$ cat src/rtl/gamma_linearize.sv
// Gamma 2.2 decoder: maps gamma-encoded RGB in an HDMI pixel pack back to linear light.
// Two-cycle pipeline with a runtime-writable 256x8 LUT, loaded with the default curve after reset.
module gamma_linearize #(
  parameter int unsigned  H_ACT     = 1280,
  parameter int unsigned  V_ACT     = 720,
  localparam int unsigned XW        = $clog2(H_ACT),
  localparam int unsigned YW        = $clog2(V_ACT),
  localparam int unsigned PACK_SIZE = 3 * 8 + 4 + XW + YW
) (
  input  logic                 clk,
  input  logic                 rstn,
  input  logic                 en,
  input  logic                 lut_we,
  input  logic [7:0]           lut_addr,
  input  logic [7:0]           lut_wdata,
  output logic                 lut_busy,
  output logic                 active,
  input  logic [PACK_SIZE-1:0] i_pack,
  output logic [PACK_SIZE-1:0] o_pack
);

  // Pack layout, MSB first: {clk, hsync, vsync, de, x, y, r, g, b}
  typedef struct packed {
    logic          hsync;
    logic          vsync;
    logic          de;
    logic [XW-1:0] x;
    logic [YW-1:0] y;
    logic [7:0]    r;
    logic [7:0]    g;
    logic [7:0]    b;
  } pix_t;

  typedef enum logic {StInit, StRun} state_e;

  function automatic logic [2047:0] gen_default();
    logic [2047:0] tbl;
    real           v;
    tbl = '0;
    for (int i = 0; i < 256; i++) begin
      v = 255.0 * ((real'(i) / 255.0) ** 2.2);
      tbl[i*8 +: 8] = 8'($rtoi(v + 0.5));
    end
    return tbl;
  endfunction

  localparam logic [2047:0] DEFAULT_TBL = gen_default();

  state_e     state_q, state_d;
  logic [7:0] cnt_q, cnt_d;
  logic       mem_we;
  logic [7:0] mem_waddr, mem_wdata;

  always_ff @(posedge clk or negedge rstn) begin
    if (!rstn) begin
      state_q <= StInit;
      cnt_q   <= 8'd0;
    end else begin
      state_q <= state_d;
      cnt_q   <= cnt_d;
    end
  end

  // INIT owns the write port; user writes are only honoured in RUN.
  always_comb begin
    state_d   = state_q;
    cnt_d     = cnt_q;
    mem_we    = 1'b0;
    mem_waddr = lut_addr;
    mem_wdata = lut_wdata;
    unique case (state_q)
      StInit: begin
        mem_we    = 1'b1;
        mem_waddr = cnt_q;
        mem_wdata = DEFAULT_TBL[{cnt_q, 3'b000} +: 8];
        cnt_d     = cnt_q + 8'd1;
        if (cnt_q == 8'd255) state_d = StRun;
      end
      StRun: begin
        mem_we = lut_we;
      end
      default: state_d = StInit;
    endcase
  end

  assign lut_busy = (state_q == StInit);

  pix_t in_pix, s1_q, s2_q, out_pix;
  logic vs_q, active_q, s1_tag_q, s2_tag_q, tag_d;

  assign in_pix = pix_t'(i_pack[PACK_SIZE-2:0]);

  // The boundary pixel itself already carries the newly sampled enable.
  assign tag_d  = (in_pix.vsync && !vs_q) ? (en && (state_q == StRun)) : active_q;
  assign active = active_q;

  always_ff @(posedge clk or negedge rstn) begin
    if (!rstn) begin
      vs_q     <= 1'b0;
      active_q <= 1'b0;
      s1_q     <= '0;
      s1_tag_q <= 1'b0;
      s2_q     <= '0;
      s2_tag_q <= 1'b0;
    end else begin
      vs_q     <= in_pix.vsync;
      active_q <= tag_d;
      s1_q     <= in_pix;
      s1_tag_q <= tag_d;
      s2_q     <= s1_q;
      s2_tag_q <= s1_tag_q;
    end
  end

  logic [7:0] lut_q [256];
  logic [7:0] rd_r_q, rd_g_q, rd_b_q;

  // Non-blocking write gives old data on a same-address read in the same cycle.
  always_ff @(posedge clk) begin
    if (mem_we) lut_q[mem_waddr] <= mem_wdata;
    rd_r_q <= lut_q[s1_q.r];
    rd_g_q <= lut_q[s1_q.g];
    rd_b_q <= lut_q[s1_q.b];
  end

  always_comb begin
    out_pix = s2_q;
    if (s2_tag_q) begin
      out_pix.r = rd_r_q;
      out_pix.g = rd_g_q;
      out_pix.b = rd_b_q;
    end
  end

  assign o_pack = {i_pack[PACK_SIZE-1], out_pix};

endmodule

$ cat config.mk
export PLATFORM = sky130hd
export DESIGN_NAME = gamma_linearize
export DESIGN_NICKNAME = d
export VERILOG_FILES = /design/src/rtl/gamma_linearize.sv
export SDC_FILE = /design/constraint.sdc
export NUM_CORES = 2
export LEC_CHECK = 0
export ABC_CLOCK_PERIOD_IN_PS = 32200
export BUFFER_PORTS_ARGS = -buffer_cell sky130_fd_sc_hd__buf_4
export CELL_PAD_IN_SITES_DETAIL_PLACEMENT = 1
export CELL_PAD_IN_SITES_GLOBAL_PLACEMENT = 2
export CORE_UTILIZATION = 45
export DETAILED_ROUTE_END_ITERATION = 7
export PLACE_DENSITY_LB_ADDON = 0.12
export SETUP_SLACK_MARGIN = 0.2
export SYNTH_ARGS = -nofsm -noshare
export SYNTH_HDL_FRONTEND = slang
export SYNTH_SLANG_ARGS = --single-unit
export TNS_END_PERCENT = 10
$ cat constraint.sdc
create_clock -name clk -period 32.2 [get_ports clk]
set_input_delay 6.44 -clock clk [delete_from_list [all_inputs] [get_ports clk]]
set_output_delay 6.44 -clock clk [all_outputs]
set_load 0.01 [all_outputs]
==> run summary <==
- post-layout minimum cycle time: 12.88 ns
- sequential element share of the synthesized area: 54.58%
- total negative setup slack: 0 ns
- source-to-sink clock delay at the later pin of the worst-skew pair: 0.95 ns
- critical path startpoint category: primary input
- global-route wire length before repair: 669600 microns
- CTS tree: done
- slew at the pin closest to its max-slew limit: 1.408 ns
- top achievable clock speed: 77.64 MHz
- CTS Buf Count: 242
- worst setup path end: o_pack[48]
- gate count of the mapped netlist: 7219
- worst setup path startpoint: i_pack[48]
- # port buffers: 117
- RePlAce Congestion: 0.9709
- final core area utilization: 50.01%
- final count of negative-setup-slack endpoints: 0
- main area contributors after synthesis: edfxtp_1 (52%), mux4_2 (23%), mux2i_1 (6.8%)
- Final nets: 7234
- cell area after placement: 122200 sq um
- count of filler cells inserted in the layout: 24250
- Critical R2R Capture: rd_g_q[7]
- count of max-cap constraint violations: 0
- count of yosys warnings during synthesis: 0
- Main synth FF type: edfxtp_1
- number of nets produced by synthesis: 7301
- number of gates given a new drive strength after cts: 0
- Yosys cell types: 71
- Num Clock Sinks: 2179
- final setup skew: 0.08797 ns
- worst path required time: 25.76 ns
- most common cell in the synthesized netlist: edfxtp_1
- number of levels in the clock H-tree: 4
- CP max FO: 1
- worst max-slew margin expressed relative to the limit: 5.673%
- Core Footprint: 260600 sq um
- outcome: finished, final reports clean
- detailed placer's ending HPWL: 329600 microns
- hold buffer count at CTS: 0
- DIE WIDTH: 515.1 microns
- synthesized cell area: 118500 sq um
- setup slack of the worst register-to-register path: 25.47 ns
- commonest cells in the netlist: edfxtp_1 (2048), mux4_2 (1223), mux2i_1 (806)
- count of flip-flops with a built-in enable after synthesis: 2048
- Worst-path clk slew: 0.07 ns
- CP Depth: 0
- Post-Route WL: 490400 microns
- # rows: 187
- fraction of final layout cells sized beyond drive strength 1: 28.26%
- arrival time of data at the critical path endpoint: 6.44 ns
- Async SR Flop Fraction: 4.911%
- fraction of synthesized cell area taken by the top area cell type: 51.92%
- number of cells traversed by the worst register-to-register path: 11
- count of state elements after synthesis: 2179
- LEAKAGE: 41.76 nW
- Remaining Overflow, GRT: 0
- buffers inserted during post-CTS setup optimization: 0
- WS Path Type: in2out
- count of pins on the block boundary: 120
- final-report hold violation count: 0
- reg2reg start: s1_q[8]
- pin count of the biggest net entering global routing: 176
- number of pins with negative max-slew slack in the final report: 0
- final routed DRC violation total: 0
- overall via count from detail_route: 80460
- worst hold margin: 0.3424 ns
- post-route cell area: 130400 sq um
- post-synthesis to final-layout area growth: 10.05%
- initial drt markers: 11620
- routed vias/inst: 7.390
- number of antenna violations at the first check in global routing: 43
- count of nets left with antenna violations after detail routing: 0
- RSZ-0062 raised after global routing: false
- height of the die: 515.1 microns
- Power per Cell Area: 49.84 nW/um^2
- worst voltage drop across the vdd grid: 45.64 uV
- min-delay worst type: reg2reg
- post-synthesis cell type with the largest combined area: edfxtp_1
- post-synthesis average cell area: 16.41 sq um
- critical path capture point type: primary output
- CTS max path bufs: 4
- vias in the first global route: 79550
- clock tree root buffer cell: clkbuf_16
- starting density of the core: 45.45%
- First-pass DRT Iterations: 8
- count of placed standard cells in the final layout, fillers left out: 10890
- Final Cycle Share: 40.00%
- placed cell count: 10400
- WL/cell: 45.04 microns
- combined global-route utilization of all metal layers: 36.80%
- DIE AREA: 265300 sq um
[flip-flops by register name (all words and copies together), names as in the netlist, 8 cells and up]
register  flops
lut_q      2048
s2_q         24
rd_b_q        8
rd_g_q        8
o_pack       24
rd_r_q        8
cnt_q         8
s1_q         47
[placed cells by master (no fill, tap or decap), drive strengths merged, types with 103 or more instances in the layout]
cell type and instances:
nor3 103, edfxtp 2048, o221ai 348, a21oi 281
mux2i 806, o22ai 196, buf 366, nor2 398
dfrtp 107, mux4 1224, clkbuf 296, nand2 250
[cell type report]
| cell class | instances | area [sq um] | share of cell area (%) |
|---|---|---|---|
| flip-flops and latches | 2179 | 64720 | 49.64 |
| well taps | 3496 | 4374 | 3.356 |
| clock buffers | 296 | 6509 | 4.993 |
| repair buffers | 366 | 2964 | 2.274 |
| multi-input cells | 4335 | 50070 | 38.41 |
| clock inverters | 148 | 1509 | 1.158 |
| diodes | 39 | 97.59 | 0.07487 |
| inverters | 28 | 116.4 | 0.08926 |
[how the worst min path moves through the flow]
| stage | start | end | slack, ns | cells past startpoint |
|---|---|---|---|---|
| after global placement | s1_q[30] | o_pack[30] | 0.33 | 0 |
| after global routing | s1_q[27] | o_pack[27] | 0.35 | 0 |
| after floorplan | s1_q[24] | o_pack[24] | 0.33 | 0 |
| final | s1_q[27] | o_pack[27] | 0.34 | 0 |
| after CTS | s1_q[27] | o_pack[27] | 0.35 | 0 |
| after detailed placement | s1_q[27] | o_pack[27] | 0.34 | 0 |
[per-layer routing]
layer  track usage [%]  routed length [microns]
met1             50.00                   187800
met2             54.03                   216300
met3             11.95                    61610
met4             16.19                    24520
met5                 0                      164
[where the power goes]
group	switching [mW]	leakage, nW	internal [mW]
Combinational	0.389	17.1	0.182
Sequential	0.0175	20.7	3.06
Clock	1.21	3.91	1.64
[logic make-up (layout without fill, tap and decap cells)]
kind of cell | count (synthesis) | count (layout) | share of synthesized area (%)
other cells | 0 | 39 | 0
compound gates | 1314 | 1314 | 7.881
xor+xnor | 7 | 7 | 0.05176
fa+ha+maj | 13 | 13 | 0.1373
buf+inv | 705 | 838 | 3.474
flops | 2179 | 2179 | 54.58
simple gates | 937 | 937 | 3.463
mux | 2064 | 2064 | 30.41
[metrics by stage]
step	power (mW)	worst slack, ns
after global placement	3.688	19.32
after floorplan	3.453	16.85
final	6.497	19.32
after global routing	6.610	19.32
after CTS	6.500	19.32
after detailed placement	3.690	19.32
No activity file was read; power rests on OpenSTA's default activity.
